$ cat src/rtl/gf180mcu_fd_sc_mcu9t5v0__pgate_pkg.sv
`default_nettype none
// ============================================================================
// Module  : gf180mcu_fd_sc_mcu9t5v0__pgate_pkg
// Brief   : Shared states, defaults and counter sizing for the power-gate sequencer
// Revision: 1.0 - initial release
// ============================================================================
package gf180mcu_fd_sc_mcu9t5v0__pgate_pkg;

  localparam int C_N_GRP_DEF    = 4;
  localparam int C_STEP_CYC_DEF = 4;
  localparam int C_ACK_TO_DEF   = 64;
  localparam int C_RET_CYC_DEF  = 2;

  typedef enum logic [3:0] {
    ST_OFF        = 4'd0,
    ST_RAMP_UP    = 4'd1,
    ST_WAIT_ACK   = 4'd2,
    ST_RESTORE    = 4'd3,
    ST_REL_RST    = 4'd4,
    ST_ON         = 4'd5,
    ST_ISO_ON     = 4'd6,
    ST_SAVE       = 4'd7,
    ST_ASSERT_RST = 4'd8,
    ST_RAMP_DN    = 4'd9
  } pgate_state_t;

  // One shared counter serves every timed state, so it is sized for the longest.
  function automatic int cnt_width(input int a, input int b, input int c);
    int m;
    m = a;
    if (b > m) m = b;
    if (c > m) m = c;
    return $clog2(m + 1);
  endfunction

endpackage
`default_nettype wire

$ cat src/rtl/gf180mcu_fd_sc_mcu9t5v0__pgate_sync.sv
`default_nettype none
// ============================================================================
// Module  : gf180mcu_fd_sc_mcu9t5v0__pgate_sync
// Brief   : Two-flop synchronizer, asynchronous active-low reset to 0
// Revision: 1.0 - initial release
// ============================================================================
module gf180mcu_fd_sc_mcu9t5v0__pgate_sync (
  input  logic CLK,
  input  logic RN,
  input  logic D,
  output logic Q
);

  logic r_meta;
  logic r_sync;

  always_ff @(posedge CLK or negedge RN) begin
    if (!RN) begin
      r_meta <= 1'b0;
      r_sync <= 1'b0;
    end else begin
      r_meta <= D;
      r_sync <= r_meta;
    end
  end

  assign Q = r_sync;

endmodule
`default_nettype wire

$ cat src/rtl/gf180mcu_fd_sc_mcu9t5v0__pgate_seq.sv
`default_nettype none
// ============================================================================
// Module  : gf180mcu_fd_sc_mcu9t5v0__pgate_seq
// Brief   : Staged header-switch power-up/down sequencer with retention and isolation
// Revision: 1.0 - initial release
// ============================================================================
module gf180mcu_fd_sc_mcu9t5v0__pgate_seq
  import gf180mcu_fd_sc_mcu9t5v0__pgate_pkg::*;
#(
  parameter int N_GRP    = C_N_GRP_DEF,
  parameter int STEP_CYC = C_STEP_CYC_DEF,
  parameter int ACK_TO   = C_ACK_TO_DEF,
  parameter int RET_CYC  = C_RET_CYC_DEF
) (
  input  logic             CLK,
  input  logic             RN,
  input  logic             PWR_REQ,
  input  logic             SW_ACK,
  output logic             PWR_ACK,
  output logic [N_GRP-1:0] SW_EN,
  output logic             ISO,
  output logic             SAVE,
  output logic             RESTORE,
  output logic             DRST_N,
  output logic             ERR
);

  localparam int CW = cnt_width(STEP_CYC, ACK_TO, RET_CYC);
  localparam logic [CW-1:0] C_ONE       = CW'(1);
  localparam logic [CW-1:0] C_STEP_LAST = CW'(STEP_CYC - 1);
  localparam logic [CW-1:0] C_ACK_LAST  = CW'(ACK_TO - 1);
  localparam logic [CW-1:0] C_RET_LAST  = CW'(RET_CYC - 1);

  pgate_state_t     r_state;
  logic [CW-1:0]    r_cnt;
  logic [N_GRP-1:0] r_sw_en;
  logic             r_pwr_ack;
  logic             r_iso;
  logic             r_save;
  logic             r_restore;
  logic             r_drst_n;
  logic             r_err;
  logic             w_ack_s;
  logic [N_GRP-1:0] w_sw_up;
  logic [N_GRP-1:0] w_sw_dn;

  gf180mcu_fd_sc_mcu9t5v0__pgate_sync u_ack_sync (
    .CLK (CLK),
    .RN  (RN),
    .D   (SW_ACK),
    .Q   (w_ack_s)
  );

  // Shifting in a 1 / shifting out keeps the enables a thermometer code every cycle.
  assign w_sw_up = (r_sw_en << 1) | N_GRP'(1);
  assign w_sw_dn = r_sw_en >> 1;

  always_ff @(posedge CLK or negedge RN) begin
    if (!RN) begin
      r_state   <= ST_OFF;
      r_cnt     <= '0;
      r_sw_en   <= '0;
      r_pwr_ack <= 1'b0;
      r_iso     <= 1'b1;
      r_save    <= 1'b0;
      r_restore <= 1'b0;
      r_drst_n  <= 1'b0;
      r_err     <= 1'b0;
    end else begin
      case (r_state)
        ST_OFF: begin
          if (PWR_REQ && !r_err) begin
            r_state <= ST_RAMP_UP;
            r_sw_en <= w_sw_up;
            r_cnt   <= '0;
          end
        end
        ST_RAMP_UP: begin
          if (r_cnt == C_STEP_LAST) begin
            r_cnt <= '0;
            if (r_sw_en[N_GRP-1]) r_state <= ST_WAIT_ACK;
            else                  r_sw_en <= w_sw_up;
          end else begin
            r_cnt <= r_cnt + C_ONE;
          end
        end
        ST_WAIT_ACK: begin
          if (w_ack_s) begin
            r_state   <= ST_RESTORE;
            r_restore <= 1'b1;
            r_cnt     <= '0;
          end else if (r_cnt == C_ACK_LAST) begin
            // Timeout: retention and reset were never touched, so drop straight to ramp-down.
            r_err   <= 1'b1;
            r_cnt   <= '0;
            r_sw_en <= w_sw_dn;
            r_state <= (w_sw_dn == '0) ? ST_OFF : ST_RAMP_DN;
          end else begin
            r_cnt <= r_cnt + C_ONE;
          end
        end
        ST_RESTORE: begin
          if (r_cnt == C_RET_LAST) begin
            r_restore <= 1'b0;
            r_drst_n  <= 1'b1;
            r_state   <= ST_REL_RST;
          end else begin
            r_cnt <= r_cnt + C_ONE;
          end
        end
        ST_REL_RST: begin
          r_state   <= ST_ON;
          r_iso     <= 1'b0;
          r_pwr_ack <= 1'b1;
        end
        ST_ON: begin
          if (!PWR_REQ) begin
            r_state <= ST_ISO_ON;
            r_iso   <= 1'b1;
          end
        end
        ST_ISO_ON: begin
          r_state <= ST_SAVE;
          r_save  <= 1'b1;
          r_cnt   <= '0;
        end
        ST_SAVE: begin
          if (r_cnt == C_RET_LAST) begin
            r_save   <= 1'b0;
            r_drst_n <= 1'b0;
            r_state  <= ST_ASSERT_RST;
          end else begin
            r_cnt <= r_cnt + C_ONE;
          end
        end
        ST_ASSERT_RST: begin
          r_cnt   <= '0;
          r_sw_en <= w_sw_dn;
          if (w_sw_dn == '0) begin
            r_state   <= ST_OFF;
            r_pwr_ack <= 1'b0;
          end else begin
            r_state <= ST_RAMP_DN;
          end
        end
        ST_RAMP_DN: begin
          if (r_cnt == C_STEP_LAST) begin
            r_cnt   <= '0;
            r_sw_en <= w_sw_dn;
            if (w_sw_dn == '0) begin
              r_state   <= ST_OFF;
              r_pwr_ack <= 1'b0;
            end
          end else begin
            r_cnt <= r_cnt + C_ONE;
          end
        end
        default: r_state <= ST_OFF;
      endcase
    end
  end

  assign PWR_ACK = r_pwr_ack;
  assign SW_EN   = r_sw_en;
  assign ISO     = r_iso;
  assign SAVE    = r_save;
  assign RESTORE = r_restore;
  assign DRST_N  = r_drst_n;
  assign ERR     = r_err;

endmodule
`default_nettype wire

$ cat config.mk
export PLATFORM = sky130hd
export DESIGN_NAME = gf180mcu_fd_sc_mcu9t5v0__pgate_seq
export DESIGN_NICKNAME = d
export VERILOG_FILES = /design/src/rtl/gf180mcu_fd_sc_mcu9t5v0__pgate_pkg.sv /design/src/rtl/gf180mcu_fd_sc_mcu9t5v0__pgate_sync.sv /design/src/rtl/gf180mcu_fd_sc_mcu9t5v0__pgate_seq.sv
export SDC_FILE = /design/constraint.sdc
export NUM_CORES = 1
export LEC_CHECK = 0
export BUFFER_PORTS_ARGS = -buffer_cell sky130_fd_sc_hd__clkbuf_2
export CAP_MARGIN = 20
export CORE_UTILIZATION = 30
export DETAILED_ROUTE_END_ITERATION = 8
export PLACE_DENSITY_LB_ADDON = 0.12
export SLEW_MARGIN = 20
export SYNTH_ARGS = -nofsm -noshare
export SYNTH_HDL_FRONTEND = slang
export SYNTH_SLANG_ARGS = --single-unit
$ cat constraint.sdc
create_clock -name CLK -period 1.9 [get_ports CLK]
set_input_delay 0.38 -clock CLK [delete_from_list [all_inputs] [get_ports CLK]]
set_output_delay 0.38 -clock CLK [all_outputs]
set_load 0.05 [all_outputs]
==> impl_metrics.env, run 1 <==
export IMPL_path_class="flop to flop"
export IMPL_rsz_0062_raised_after_global_routing="yes"
export IMPL_final_period_utilization_pct=103
export IMPL_synth_edf_count=0
export IMPL_die_height_um=70.0
export IMPL_iteration_0_drc_markers=25
export IMPL_critical_path_endpoint_type="flop"
export IMPL_async_reset_ff_share_pct=100
export IMPL_globalRoute_totalOverflow=0
export IMPL_seq_area_frac_synth_pct=41.6
export IMPL_power_total_mw=2.83
export IMPL_p_leak_nw=0.799
export IMPL_biggest_area_contributors_in_the_synthesized_netlist="sky130_fd_sc_hd__dfrtp_1 40%, sky130_fd_sc_hd__o21ai_0 4.3%, sky130_fd_sc_hd__mux2_4 4.3%"
export IMPL_register_area_um2=577
export IMPL_tritoncts="done"
export IMPL_grt_antenna_before_repair=0
export IMPL_failed_checks="negative setup slack"
export IMPL_tightestPinTransition_ps=609
export IMPL_drive_gt1_share_pct=39.3
export IMPL_slew_viol_final=0
export IMPL_synthesis_instances=143
export IMPL_data_arrival_critical_path_ps=2120
export IMPL_setup_viol=5
export IMPL_ys_warnings_count=0
export IMPL_fp_dieArea_mm2=0.00490
export IMPL_mappedNetlistNets=149
export IMPL_outcome="complete, but fails checks"
export IMPL_yosysTopAreaCellShare_pct=39.7
export IMPL_drc=0
export IMPL_critical_path_slowest_cell="sky130_fd_sc_hd__or4b_4"
export IMPL_wire_length_after_detailed_routing_mm=3.41
export IMPL_worst_slew_margin_rel_pct=59.4
export IMPL_cts_buffer_depth=2
export IMPL_holdCritPathClass="primary input to async pin"
export IMPL_floorplan_initialDensity_pct=31.4
export IMPL_finalWorstSetupSlack_ps=-58.5
export IMPL_ys_types=51
export IMPL_synth_area_per_cell_um2=9.70
export IMPL_p_per_area_mw_per_mm2=1580
export IMPL_route_detailed_wl_per_inst_um=14.5
export IMPL_core_rowCount=24
export IMPL_most_instantiated_flip_flop_cell_in_the_synthesis_netlist="sky130_fd_sc_hd__dfrtp_1"
export IMPL_die_width_um=70.0
export IMPL_antenna_cells=0
export IMPL_vias_per_cell=5.22
export IMPL_cp_top_family="simple AND/OR/NAND/NOR gates"
export IMPL_synth_largest_area_cell="sky130_fd_sc_hd__dfrtp_1"
export IMPL_max_stage_delay_on_crit_path_ps=570
export IMPL_place_gp_congestion=0.876
export IMPL_place_ws_ps=-46.2
export IMPL_clock_tree_htree_level_count=1
export IMPL_cts_sink_count=23
export IMPL_cts_inserted_buffers=3
export IMPL_critPathBufInv=0
export IMPL_multi_input_comb_area_um2=816
export IMPL_drtPass1Iterations=4
export IMPL_dp_hpwl_mm=2.57
export IMPL_cp_cell_sequence="or4b_4, and4bb_1, a21oi_2, a31o_4, mux2_4"
export IMPL_vias_in_the_first_global_route=1195
export IMPL_worst_clock_skew_ps=5.16
export IMPL_clk_latency_ps=270
export IMPL_vias=1226
export IMPL_wire_length_of_the_first_global_routing_pass_mm=5.67
export IMPL_vdd_drop_max_v=0.000746
export IMPL_time_the_worst_path_needs_with_i_o_delays_and_setup_ps=1960
export IMPL_clkTransAtPathRegs_ps=90
export IMPL_maxCapViolations=0
export IMPL_area_growth_pct=28.9
export IMPL_mappedNetlistArea_mm2=0.00139
export IMPL_ant_nets=0
export IMPL_gr_usage_all_layers_pct=14.6
export IMPL_cp_required_ps=2060
export IMPL_coreArea_mm2=0.00441
export IMPL_clock_tree_root_cell="sky130_fd_sc_hd__clkbuf_8"
export IMPL_report_final_hold_viol_count=0
export IMPL_startpoint_type="flop"
export IMPL_final_nets=190
export IMPL_final_core_utilization_pct=40.5
export IMPL_fmax_ghz=0.511
export IMPL_crit_path_max_fanout=4
export IMPL_port_buffers=13
export IMPL_io_pin_count=14
export IMPL_synth_seq_cells=23
export IMPL_n_fill_cell=442
export IMPL_largest_net_degree_at_the_start_of_global_routing=24
-- cell usage after synthesis (2+ instances only) --
master,n
sky130_fd_sc_hd__a21o_1,2
sky130_fd_sc_hd__a21oi_1,5
sky130_fd_sc_hd__a31oi_1,2
sky130_fd_sc_hd__clkbuf_1,4
sky130_fd_sc_hd__dfrtp_1,22
sky130_fd_sc_hd__ha_1,2
sky130_fd_sc_hd__inv_1,3
sky130_fd_sc_hd__mux2_4,4
sky130_fd_sc_hd__nand2_1,13
sky130_fd_sc_hd__nand2b_1,9
sky130_fd_sc_hd__nand3_1,3
sky130_fd_sc_hd__nor2_1,11
sky130_fd_sc_hd__nor2b_1,4
sky130_fd_sc_hd__nor3_1,5
sky130_fd_sc_hd__o21ai_0,12
sky130_fd_sc_hd__o21ai_1,3
sky130_fd_sc_hd__o31ai_1,2
sky130_fd_sc_hd__or2_2,4
-- routing by layer --
layer | vias to the layer above | track usage, % | wire, um
li1 | 600 | - | -
met1 | 597 | 19.1 | 1690
met2 | 24 | 24.0 | 1560
met3 | 5 | 2.31 | 112
met4 | 0 | 6.00 | 56
met5 | - | 0 | 0
-- kinds of logic after synthesis --
| kind of cell | count (synthesis) | synth area share, % |
|---|---|---|
| and+or+nand+nor | 60 | 24.4 |
| AOI/OAI and AO/OA | 42 | 22.2 |
| DFF | 23 | 41.6 |
| buffers and inverters | 8 | 2.70 |
| muxes | 7 | 6.67 |
| adders and majority gates | 2 | 1.80 |
| xor gates and xnor gates | 1 | 0.631 |
-- power breakdown --
group | switching [mW] | internal, mW | leakage (nW) | total (mW)
sequential | 0.102 | 0.630 | 0.276 | 0.731
combinational | 1.02 | 0.762 | 0.500 | 1.78
clock | 0.166 | 0.150 | 0.0228 | 0.316
total | 1.28 | 1.54 | 0.799 | 2.83
-- cell usage in the layout, fill, tap and decap left out, types with 2 or more instances in the layout --
cell type                  instances
sky130_fd_sc_hd__buf_4            28
sky130_fd_sc_hd__clkbuf_8          3
sky130_fd_sc_hd__clkbuf_2         13
sky130_fd_sc_hd__nor2b_1           3
sky130_fd_sc_hd__o21ai_1           4
sky130_fd_sc_hd__o21ai_0          11
sky130_fd_sc_hd__inv_1             3
sky130_fd_sc_hd__or2_2             4
sky130_fd_sc_hd__nand2_1          12
sky130_fd_sc_hd__nor2_1           10
sky130_fd_sc_hd__nand3_1           3
sky130_fd_sc_hd__o31ai_1           2
sky130_fd_sc_hd__dfrtp_1          22
sky130_fd_sc_hd__mux2_4            4
sky130_fd_sc_hd__a31oi_1           2
sky130_fd_sc_hd__and3_4            2
sky130_fd_sc_hd__nand2b_1          9
sky130_fd_sc_hd__nor3_1            4
sky130_fd_sc_hd__a21oi_1           4
sky130_fd_sc_hd__a21oi_2           2
sky130_fd_sc_hd__a21o_1            2
-- sequential cells by signal, indices dropped and copies added, names as in the netlist --
name               flops
PWR_ACK                1
r_state                4
r_cnt                  7
u_ack_sync.Q           1
ISO                    1
u_ack_sync.r_meta      1
SAVE                   1
RESTORE                1
SW_EN                  4
DRST_N                 1
ERR                    1
-- layout make-up --
cell class                      count  share of cell area (%)
Clock buffer                        4                    2.52
Inverter                            3                   0.629
Multi-Input combinational cell    112                    45.6
Sequential cell                    23                    32.2
Tap cell                           52                    3.64
Timing Repair Buffer               41                    15.4
-- worst paths after layout --
path / from / to / slack (ps) / cells after the start
worst min register to register: u_ack_sync.r_meta / u_ack_sync.Q / 350 / 0
worst max register to register: r_state[0] / SW_EN[1] / -60 / 5
min in group CLK: SW_ACK / u_ack_sync.r_meta / 210 / 1
max in group asynchronous: RN / r_state[1] / 1390 / 1
worst min-delay path: RN / r_cnt[5] / 100 / 1
worst max-delay path: r_state[0] / SW_EN[1] / -60 / 5
-- repair_timing --
action                     CTS  global route
resized for setup            0            12
hold buffers                 0             0
buffers inserted             1             3
pin swaps                    0             4
setup endpoints to repair    6            12
-- metrics by stage --
| stage | setup TNS (ps) | instances | hold slack [ps] | cell area, um^2 |
|---|---|---|---|---|
| floorplan | -118 | 143 | 84.4 | 1390 |
| global placement | -26.1 | 228 | 346 | 1680 |
| detailed placement | -101 | 228 | 336 | 1680 |
| CTS | -182 | 233 | 114 | 1730 |
| global route | -505 | 235 | 151 | 1790 |
| finish | -134 | 235 | 99.3 | 1790 |
Note: power is estimated with default switching activity, not from simulation.
==> run 2, diff against run 1 <==
--- a/config.mk
+++ b/config.mk
@@ -9,2 +9,4 @@
 export CAP_MARGIN = 20
+export CELL_PAD_IN_SITES_DETAIL_PLACEMENT = 0
+export CELL_PAD_IN_SITES_GLOBAL_PLACEMENT = 1
 export CORE_UTILIZATION = 30
==> constraint.sdc (replaced) <==
create_clock -name CLK -period 1.9 [get_ports CLK]
set_input_delay 0.285 -clock CLK [delete_from_list [all_inputs] [get_ports CLK]]
set_output_delay 0.285 -clock CLK [all_outputs]
set_load 0.05 [all_outputs]
==> run 2 against run 1 <==
The flow still finishes with violations (negative setup slack). Sequential share of layout area is 0.46 points lower. Largest power group unchanged. Worst hold slack got worse by 97 ps. Power rose by 0.92%. Clock power hardly changed. Register-to-register slack got worse by 20 ps. Sequential power down 0.7%. Largest cell class unchanged. Non-clock buffer count decreased by 1. Via count is 2.7% lower. Cell area up 1.7%.
==> impl_metrics.env, run 2 (synthesis gave the netlist of run 1 again) <==
export IMPL_layout_commonest_cell="sky130_fd_sc_hd__buf_4"
export IMPL_floorplan_initialDensity_pct=31.4
export IMPL_place_ws_ps=-53.4
export IMPL_dpl_instance_area_mm2=0.00166
export IMPL_area_growth_pct=31.1
export IMPL_startpoint_type="flop"
export IMPL_drive_gt1_share_pct=38.5
export IMPL_worst_slew_margin_rel_pct=60.5
export IMPL_clock_tree_root_cell="sky130_fd_sc_hd__clkbuf_8"
export IMPL_reg2reg_slack_ps=-80
export IMPL_crit_path_max_fanout=3
export IMPL_gr_usage_all_layers_pct=15.2
export IMPL_largest_register="r_cnt"
export IMPL_final_nets=189
export IMPL_coreArea_mm2=0.00441
export IMPL_slew_viol_final=0
export IMPL_worstReg2RegEnd="SW_EN[1]"
export IMPL_largest_net_degree_at_the_start_of_global_routing=24
export IMPL_p_per_area_mw_per_mm2=1570
export IMPL_layout_cells_most_common_list="24 x sky130_fd_sc_hd__buf_4, 21 x sky130_fd_sc_hd__dfrtp_1, 13 x sky130_fd_sc_hd__nand2_1, 13 x sky130_fd_sc_hd__clkbuf_2, 11 x sky130_fd_sc_hd__o21ai_0"
export IMPL_regToRegStartpoint="r_state[2]"
export IMPL_rsz_0062_raised_after_global_routing="yes"
export IMPL_worst_hold_slack_ps=2.63
export IMPL_failed_checks="negative setup slack"
export IMPL_cts_buffer_depth=2
export IMPL_final_period_utilization_pct=104
export IMPL_largest_reg_flops=7
export IMPL_time_the_worst_path_needs_with_i_o_delays_and_setup_ps=1980
export IMPL_wire_length_after_detailed_routing_mm=3.46
export IMPL_outcome="complete, but fails checks"
export IMPL_globalRoute_totalOverflow=0
export IMPL_crit_cells=5
export IMPL_cts_hold_buffers_added=0
export IMPL_cp_required_ps=2060
export IMPL_die_width_um=70.0
export IMPL_totalNegativeSetupSlack_ps=-260
export IMPL_maxCapViolations=0
export IMPL_clock_tree_htree_level_count=1
export IMPL_vdd_drop_max_v=0.000634
export IMPL_clkTransAtPathRegs_ps=80
export IMPL_drtPass1Iterations=4
export IMPL_worst_setup_path_endpoint="SW_EN[1]"
export IMPL_setup_viol=5
export IMPL_tightestPinTransition_ps=592
export IMPL_iteration_0_drc_markers=62
export IMPL_antenna_cells=0
export IMPL_core_rowCount=24
export IMPL_finalWorstSetupSlack_ps=-79.3
export IMPL_io_pin_count=14
export IMPL_drc=0
export IMPL_fmax_ghz=0.505
export IMPL_dp_hpwl_mm=2.59
export IMPL_clk_latency_ps=270
export IMPL_final_core_utilization_pct=41.2
export IMPL_holdCritPathClass="primary input to async pin"
export IMPL_grt_antenna_before_repair=0
export IMPL_stdcell_area_mm2=0.00182
export IMPL_crit_start="r_state[2]"
export IMPL_data_arrival_critical_path_ps=2140
export IMPL_route_detailed_wl_per_inst_um=14.8
export IMPL_place_gp_congestion=0.839
export IMPL_ant_nets=0
export IMPL_cp_top_family="simple AND/OR/NAND/NOR gates"
export IMPL_cts_inserted_buffers=3
export IMPL_vias_in_the_first_global_route=1210
export IMPL_critical_path_slowest_cell="sky130_fd_sc_hd__or4b_4"
export IMPL_die_height_um=70.0
export IMPL_fp_dieArea_mm2=0.00490
export IMPL_vias_per_cell=5.10
export IMPL_wire_length_of_the_first_global_routing_pass_mm=5.95
export IMPL_vias=1193
export IMPL_port_buffers=13
export IMPL_worst_clock_skew_ps=2.14
export IMPL_tritoncts="done"
export IMPL_path_class="flop to flop"
export IMPL_cts_sink_count=23
export IMPL_critPathBufInv=0
export IMPL_max_stage_delay_on_crit_path_ps=570
export IMPL_p_leak_nw=0.803
export IMPL_cp_cell_sequence="or4b_4, and4bb_1, a21oi_2, a31o_4, mux2_4"
export IMPL_critical_path_endpoint_type="flop"
export IMPL_worstRegToRegCells=5
export IMPL_report_final_hold_viol_count=0
[run 2: layout make-up]
type | count | area (um^2)
sequential | 23 | 578
fill | 444 | 2590
tap | 52 | 65.1
clock buffer | 4 | 45.0
inverter | 3 | 11.3
multi-input combinational | 112 | 841
timing repair buffer | 40 | 279
[run 2: how the worst min path moves through the flow]
stage                     start        to  depth (start not counted)  slack (ps)
final                        RN  r_cnt[4]                          1           3
after global placement       RN  r_cnt[4]                          1         320
after detailed placement     RN  r_cnt[6]                          1         320
after CTS                    RN  r_cnt[4]                          1          30
after global routing         RN  r_cnt[6]                          1          40
after floorplan              RN    DRST_N                          0         -10
[run 2: what timing repair did]
action,CTS,global route
pin swaps,2,6
resized for setup,1,15
setup buffers,3,2
setup endpoints to repair,7,11
[run 2: per-stage QoR]
step / instances / power, mW
6_report: 234 / 2.85
5_1_grt: 234 / 3.06
4_1_cts: 233 / 2.77
3_5_place_dp: 226 / 2.42
3_3_place_gp: 226 / 2.42
2_1_floorplan: 143 / 1.90
[run 2: power by group]
| group | switching (mW) | internal [mW] |
|---|---|---|
| Clock | 0.164 | 0.150 |
| Sequential | 0.0957 | 0.630 |
| Combinational | 1.05 | 0.766 |
[run 2: per-layer routing]
layer | track usage, % | wire length [um]
met2 | 22.9 | 1540
met3 | 2.31 | 78
met5 | 0 | 0
met4 | 5.33 | 61
met1 | 22.2 | 1780
